### src/rtl/vga_layer_compositor.sv
// vga_layer_compositor
// Merges LAYER_COUNT sprite layers into the VGA pixel stream through a two
// stage pipeline (priority select, then channel expansion). The sync and
// video_on signals travel through matching registers so they stay aligned
// with the pixel. Each layer can also flash white for a number of frames,
// and overlaps between layer 0 (the player) and every other layer are
// collected per frame into coll_flags.
module vga_layer_compositor #(
    parameter int         LAYER_COUNT  = 8,
    parameter int         OUT_CH_W     = 4,
    parameter int         FLASH_FRAMES = 8,
    parameter logic [2:0] BG_RGB       = 3'b000
) (
    input  logic                     clk25,
    input  logic                     reset,
    input  logic [LAYER_COUNT-1:0]   layer_valid,
    input  logic [3*LAYER_COUNT-1:0] layer_rgb_flat,
    input  logic [LAYER_COUNT-1:0]   layer_en,
    input  logic [LAYER_COUNT-1:0]   flash_trig,
    input  logic                     video_on_in,
    input  logic                     hsync_in,
    input  logic                     vsync_in,
    output logic [OUT_CH_W-1:0]      vga_r,
    output logic [OUT_CH_W-1:0]      vga_g,
    output logic [OUT_CH_W-1:0]      vga_b,
    output logic                     hsync,
    output logic                     vsync,
    output logic                     video_on,
    output logic [LAYER_COUNT-1:0]   coll_flags,
    output logic                     frame_tick
);

    // A zero-frame flash still needs a legal one-bit counter; it simply never loads.
    localparam int              CNT_W      = (FLASH_FRAMES > 0) ? $clog2(FLASH_FRAMES + 1) : 1;
    localparam logic [CNT_W-1:0] FLASH_LOAD = CNT_W'(FLASH_FRAMES);

    // Stage 1 registers: winning colour plus the first sync delay tap.
    logic [2:0]             rgbS1_q;
    logic [2:0]             rgbS1_d;
    logic                   hsyncS1_q;
    logic                   vsyncS1_q;
    logic                   videoOnS1_q;

    // Stage 2 registers drive the pins directly.
    logic [OUT_CH_W-1:0]    vgaR_q;
    logic [OUT_CH_W-1:0]    vgaG_q;
    logic [OUT_CH_W-1:0]    vgaB_q;
    logic                   hsync_q;
    logic                   vsync_q;
    logic                   videoOn_q;

    // Frame tick detection on the registered vsync.
    logic                   vsyncPrev_q;
    logic                   frameTick_q;

    // Flash counters, one per layer.
    logic [CNT_W-1:0]       flashCnt_q [LAYER_COUNT];
    logic [CNT_W-1:0]       flashCnt_d [LAYER_COUNT];
    logic [2:0]             effRgb     [LAYER_COUNT];

    // Collision accumulation for the frame in progress and the published result.
    logic [LAYER_COUNT-1:0] collHit;
    logic [LAYER_COUNT-1:0] collAcc_q;
    logic [LAYER_COUNT-1:0] collAcc_d;
    logic [LAYER_COUNT-1:0] collFlags_q;

    // A layer shows white on odd, non-zero flash counts, otherwise its own colour.
    always_comb begin
        for (int i = 0; i < LAYER_COUNT; i++) begin
            effRgb[i] = layer_rgb_flat[3*i +: 3];
            if (flashCnt_q[i] != '0 && flashCnt_q[i][0]) begin
                effRgb[i] = 3'b111;
            end
        end
    end

    // Lowest-index enabled valid layer wins; scanning downwards lets it overwrite the rest.
    always_comb begin
        rgbS1_d = BG_RGB;
        for (int i = LAYER_COUNT - 1; i >= 0; i--) begin
            if (layer_valid[i] && layer_en[i]) begin
                rgbS1_d = effRgb[i];
            end
        end
    end

    // Trigger reloads the count (beating a simultaneous frame tick), otherwise frame ticks count down.
    always_comb begin
        for (int i = 0; i < LAYER_COUNT; i++) begin
            flashCnt_d[i] = flashCnt_q[i];
            if (FLASH_FRAMES == 0) begin
                flashCnt_d[i] = '0;
            end else if (flash_trig[i]) begin
                flashCnt_d[i] = FLASH_LOAD;
            end else if (frameTick_q && flashCnt_q[i] != '0) begin
                flashCnt_d[i] = flashCnt_q[i] - CNT_W'(1);
            end
        end
    end

    // Overlap between the player and each other layer; bit 0 never records anything.
    always_comb begin
        collHit = '0;
        for (int j = 1; j < LAYER_COUNT; j++) begin
            collHit[j] = video_on_in && layer_valid[0] && layer_en[0]
                         && layer_valid[j] && layer_en[j];
        end
    end

    // On a frame tick the accumulator restarts from this cycle's hits instead of being lost.
    always_comb begin
        collAcc_d = collAcc_q | collHit;
        if (frameTick_q) begin
            collAcc_d = collHit;
        end
    end

    // Stage 1: latch the selected colour and the first sync delay.
    always_ff @(posedge clk25) begin
        if (reset) begin
            rgbS1_q     <= 3'b000;
            hsyncS1_q   <= 1'b1;
            vsyncS1_q   <= 1'b1;
            videoOnS1_q <= 1'b0;
        end else begin
            rgbS1_q     <= rgbS1_d;
            hsyncS1_q   <= hsync_in;
            vsyncS1_q   <= vsync_in;
            videoOnS1_q <= video_on_in;
        end
    end

    // Stage 2: expand each colour bit to a full channel, blanked outside the visible area.
    always_ff @(posedge clk25) begin
        if (reset) begin
            vgaR_q    <= '0;
            vgaG_q    <= '0;
            vgaB_q    <= '0;
            hsync_q   <= 1'b1;
            vsync_q   <= 1'b1;
            videoOn_q <= 1'b0;
        end else begin
            vgaR_q    <= videoOnS1_q ? {OUT_CH_W{rgbS1_q[2]}} : '0;
            vgaG_q    <= videoOnS1_q ? {OUT_CH_W{rgbS1_q[1]}} : '0;
            vgaB_q    <= videoOnS1_q ? {OUT_CH_W{rgbS1_q[0]}} : '0;
            hsync_q   <= hsyncS1_q;
            vsync_q   <= vsyncS1_q;
            videoOn_q <= videoOnS1_q;
        end
    end

    // Frame tick fires on the 1->0 transition of the registered vsync.
    always_ff @(posedge clk25) begin
        if (reset) begin
            vsyncPrev_q <= 1'b1;
            frameTick_q <= 1'b0;
        end else begin
            vsyncPrev_q <= vsyncS1_q;
            frameTick_q <= vsyncPrev_q && !vsyncS1_q;
        end
    end

    // Flash counters keep running even for disabled layers.
    always_ff @(posedge clk25) begin
        if (reset) begin
            for (int i = 0; i < LAYER_COUNT; i++) begin
                flashCnt_q[i] <= '0;
            end
        end else begin
            for (int i = 0; i < LAYER_COUNT; i++) begin
                flashCnt_q[i] <= flashCnt_d[i];
            end
        end
    end

    // Collision accumulator, published to coll_flags on every frame tick.
    always_ff @(posedge clk25) begin
        if (reset) begin
            collAcc_q   <= '0;
            collFlags_q <= '0;
        end else begin
            collAcc_q <= collAcc_d;
            if (frameTick_q) begin
                collFlags_q <= collAcc_q;
            end
        end
    end

    assign vga_r      = vgaR_q;
    assign vga_g      = vgaG_q;
    assign vga_b      = vgaB_q;
    assign hsync      = hsync_q;
    assign vsync      = vsync_q;
    assign video_on   = videoOn_q;
    assign coll_flags = collFlags_q;
    assign frame_tick = frameTick_q;

endmodule

### config.mk
export PLATFORM = sky130hd
export DESIGN_NAME = vga_layer_compositor
export DESIGN_NICKNAME = d
export VERILOG_FILES = /design/src/rtl/vga_layer_compositor.sv
export SDC_FILE = /design/constraint.sdc
export NUM_CORES = 1
export LEC_CHECK = 0
export ABC_AREA = 0
export CAP_MARGIN = 20
export CORE_ASPECT_RATIO = 1.25
export CORE_UTILIZATION = 25
export DETAILED_ROUTE_END_ITERATION = 16
export PLACE_DENSITY = 0.44
export SLEW_MARGIN = 40
export SYNTH_ARGS = -nofsm -noshare
export SYNTH_HDL_FRONTEND = slang
export SYNTH_SLANG_ARGS = --single-unit
### constraint.sdc
create_clock -name clk25 -period 2.28 [get_ports clk25]
set_clock_uncertainty 0.2 [all_clocks]
set_input_delay 0.456 -clock clk25 [delete_from_list [all_inputs] [get_ports clk25]]
set_output_delay 0.456 -clock clk25 [all_outputs]
set_load 0.01 [all_outputs]
==> implementation parameters, run 1 <==
Parameter                              Value

Synthesis
  Synth area leaders ... dfxtp_1 41%, a21oi_1 4.7%, nor3_1 4.3%, inv_1 4.0%, nor2_1 3.6%
  Commonest cells in the netlist ... 59 x dfxtp_1, 31 x inv_1, 28 x nor2_1, 27 x a21oi_1, 25 x nor3_1
  Sequential area share after synthesis ... between 40 and 50%
  Flip-flop and latch count after synthesis ... slightly below 60
  Cell with the most instances after synthesis ... dfxtp_1
  Net count after synthesis ... slightly below 400
  Fraction of synthesized cell area taken by the top area cell type ... 40.9%
  Post-Synthesis Cells ... about 330
  Avg Cell Area, Syn ... around 8.7 um2
  Main flop type after synthesis ... dfxtp_1
  Cell accounting for the most synthesized area ... dfxtp_1
  Netlist cell types ... slightly above 40
  Share of async-settable or async-resettable flops after synthesis ... 0%
  Total number of yosys warnings ... 0
  Synth Cell Area ... between 2000 and 3000 um2
  Count of flip-flops with a built-in enable after synthesis ... 0

GRT
  Number of global-route vias before repair ... 2,437
  Antenna violations before repair ... 0
  Global-route usage over all layers ... 13.9%
  Met1 GRT Util ... 15.8%
  Routing usage on met2 ... 24.3%
  Total congestion overflow after global routing ... 0
  GR peak layer ... met2
  Maximum number of pins on one net before global-route repair ... 23
  First-pass GRT wire length ... 12.5 mm
  Met3 demand-to-capacity share in global routing ... 2.75%

Placement
  Cell count after placement ... roughly 530
  Placer congestion estimate ... 0.779
  Setup slack at placement ... approximately 18 ps
  Input/output buffers ... 75
  HPWL after detailed placement ... between 6 and 7 mm

Clock tree
  Worst-skew pair later-pin latency ... approximately 330 ps
  Clock transition at the registers of the reported paths ... about 50 ps
  Root Buffer Master ... clkbuf_16
  Total of cells resized after clock tree synthesis ... 0
  TritonCTS buffer count ... 9
  Clock sink count ... between 50 and 60
  Max Root-Sink Buffers ... 2
  Htree depth ... 3
  Number of hold buffers added after CTS ... 0
  Number of buffers inserted by post-CTS setup repair ... 0
  CTS tree ... yes

Detailed routing
  WL per Instance ... ~14 um
  Post-detailed-routing wire length ... 7.82 mm
  Via density per instance ... around 4.7
  Number of DRC violations after detailed-routing iteration 0 ... 55
  Remaining number of nets flagged by the antenna check after routing ... 0
  DRC violation count after routing ... 3
  Routed via count ... about 2,600
  Number of iterations in the first detailed-routing pass ... 15

Cells and area
  Area taken by flip-flops and latches ... roughly 1200 um2
  Count of inserted antenna diode cells ... 0
  Total of fill cells in the finished design ... approximately 1,200
  Fraction of layout instances using a drive strength above 1 ... ~8.6%
  Number of nets in the layout ... 465
  Synthesis-to-finish area growth ... 39.7%
  Area of the multi-input gates ... ~1500 um2
  Number of cells in the finished layout apart from fillers ... roughly 540

Timing
  Fin. Hold Viols ... 0
  Final worst path period share ... between 90% and 100%
  Final Max Slew Viols ... 0
  Upper clock frequency limit ... between 400 and 500 MHz
  Finish-stage setup viols ... 0
  Setup repair after global routing missed its margin ... false
  Min Clock Period, post-route ... 2180 ps
  Minimum setup slack in the final design ... 103 ps
  Final-layout setup total negative slack ... 0 ps

Die
  Height of the chip ... 122 um
  Placeable core region ... between 10,000 and 15,000 um2
  Boundary pin count ... 77
  Number of rows in the core area ... 43
  Full die area ... roughly 12,000 um2
  Die extent in x ... between 90 and 100 um
  Initial cell density of the core ... between 20% and 30%

Worst setup path
  Cell depth of the worst setup path ... 1
  Data required, critical path ... 1620 ps
  Worst-case reg-to-reg path depth ... 6
  Cells along the critical path ... clkdlybuf4s50_1
  Reg-to-reg endpoint ... rgbS1_q[2]
  Slowest stage cell, crit path ... clkdlybuf4s50_1
  Combined buffer and inverter count along the critical path ... 1
  Critical path capture point ... frame_tick
  Critical R2R Launch ... flashCnt_q[1][12]
  Startpoint types ... register
  Dominant delay contributor by cell family on the critical path ... buffers and inverters
  Highest cell delay on the worst timing path ... 630 ps
  Minimum setup slack among reg-to-reg paths ... around 210 ps
  Largest fanout on the critical path ... 11
  Crit. End Element ... primary output
  Origin of the worst setup path ... frame_tick
  Arrival time at the worst endpoint ... approximately 1500 ps
  WS Path Type ... register to primary output

Power
  Final Total Pwr ... 2.67 mW
  Leakage ... about 1.5 nW
  Peak supply drop ... about 0.35 mV
  Pwr per Cell Area ... roughly 660 nW/um2

Job
  Number of max-cap violations ... 0

Status
  Violations in the final reports ... DRC
  Status ... finished, violations left

Hold path
  Class of the tightest hold or removal check ... register to register
power by group:
group,switching [mW],leakage [nW],internal (mW)
clock network,0.462,0.141,0.814
registers,0.0212,0.481,1.06
logic,0.140,0.832,0.169
cell type report:
type                    instances  area share (%)
well taps                     135            4.19
repair buffers                 84            20.5
clock buffers                  13            6.70
flip-flops and latches         59            29.3
clock inverters                 2           0.248
inverters                      31            2.89
multi-input cells             219            36.2
placed cells by master, fill, tap and decap left out, types with 3 or more instances in the layout:
cell / Yosys / final
nor3b_1: 12 / 12
o211ai_1: 4 / 4
a2111oi_2: 5 / 5
or3_1: 3 / 3
and2_1: 11 / 11
mux2i_1: 7 / 7
clkdlybuf4s50_1: 0 / 74
nor3_1: 25 / 25
or2_2: 4 / 4
a21oi_1: 27 / 27
a22oi_1: 3 / 3
and3_1: 6 / 6
clkbuf_8: 0 / 3
a211oi_1: 4 / 4
xnor2_1: 8 / 8
a32oi_1: 4 / 4
or3b_1: 3 / 3
buf_4: 11 / 8
a21o_1: 3 / 3
or4b_1: 8 / 8
nand2_1: 16 / 16
nand3_1: 3 / 3
inv_1: 31 / 31
a2111oi_0: 8 / 8
nor2_1: 28 / 28
dfxtp_1: 59 / 59
ha_1: 8 / 8
clkbuf_16: 0 / 9
o311ai_0: 3 / 3
worst min-delay path by stage:
stage	cells after the start	slack, ps	end	start
floorplan	1	190	hsync	hsyncS1_q
global placement	1	190	hsync	hsyncS1_q
detailed placement	1	200	hsync	hsyncS1_q
CTS	1	210	hsync	hsyncS1_q
global route	1	210	hsync	hsyncS1_q
finish	1	210	hsync	hsyncS1_q
routing by layer:
| metal | part of all wire (%) | vias up |
|---|---|---|
| li1 | - | 1322 |
| met1 | 44 | 1168 |
| met2 | 50 | 52 |
| met3 | 3.7 | 11 |
| met4 | 2.5 | 0 |
| met5 | 0 | - |
registers in the layout, summed over array words and instances (netlist names):
name and count:
videoOnS1_q 1, coll_flags 7, video_on 1, frame_tick 1
vsyncS1_q 1, collAcc_q 7, flashCnt_q 32, vsyncPrev_q 1
vga_g 1, rgbS1_q 3, hsync 1, hsyncS1_q 1
vga_b 1, vga_r 1
logic make-up after synthesis:
logic type                 count (synthesis)  share of synthesized area [%]
and+or+nand+nor                          123                           23.6
AOI/OAI and AO/OA                         71                           18.1
DFF                                       59                           40.9
buffers and inverters                     53                           8.50
adders and majority gates                  8                           3.47
xor gates and xnor gates                   8                           2.43
muxes                                      8                           2.82
other                                      1                          0.130
metrics by stage:
step / instance area (um2) / utilization (%) / hold slack (ps)
floorplan: 2890 / - / 189
global placement: 3750 / 33.5 / 192
detailed placement: 3750 / 33.5 / 199
CTS: 4030 / 36.0 / 211
global route: 4030 / 36.0 / 215
finish: 4030 / 36.0 / 207
No activity file was read; power rests on OpenSTA's default activity.
==> inputs of run 2 (changes only) <==
--- a/config.mk
+++ b/config.mk
@@ -6,7 +6,7 @@
 export NUM_CORES = 1
 export LEC_CHECK = 0
 export ABC_AREA = 0
-export CAP_MARGIN = 20
+export CAP_MARGIN = 10
 export CORE_ASPECT_RATIO = 1.25
 export CORE_UTILIZATION = 25
 export DETAILED_ROUTE_END_ITERATION = 16
==> results of run 2 <==
No change in the layout: final DEF, timing and power equal those of run 1.
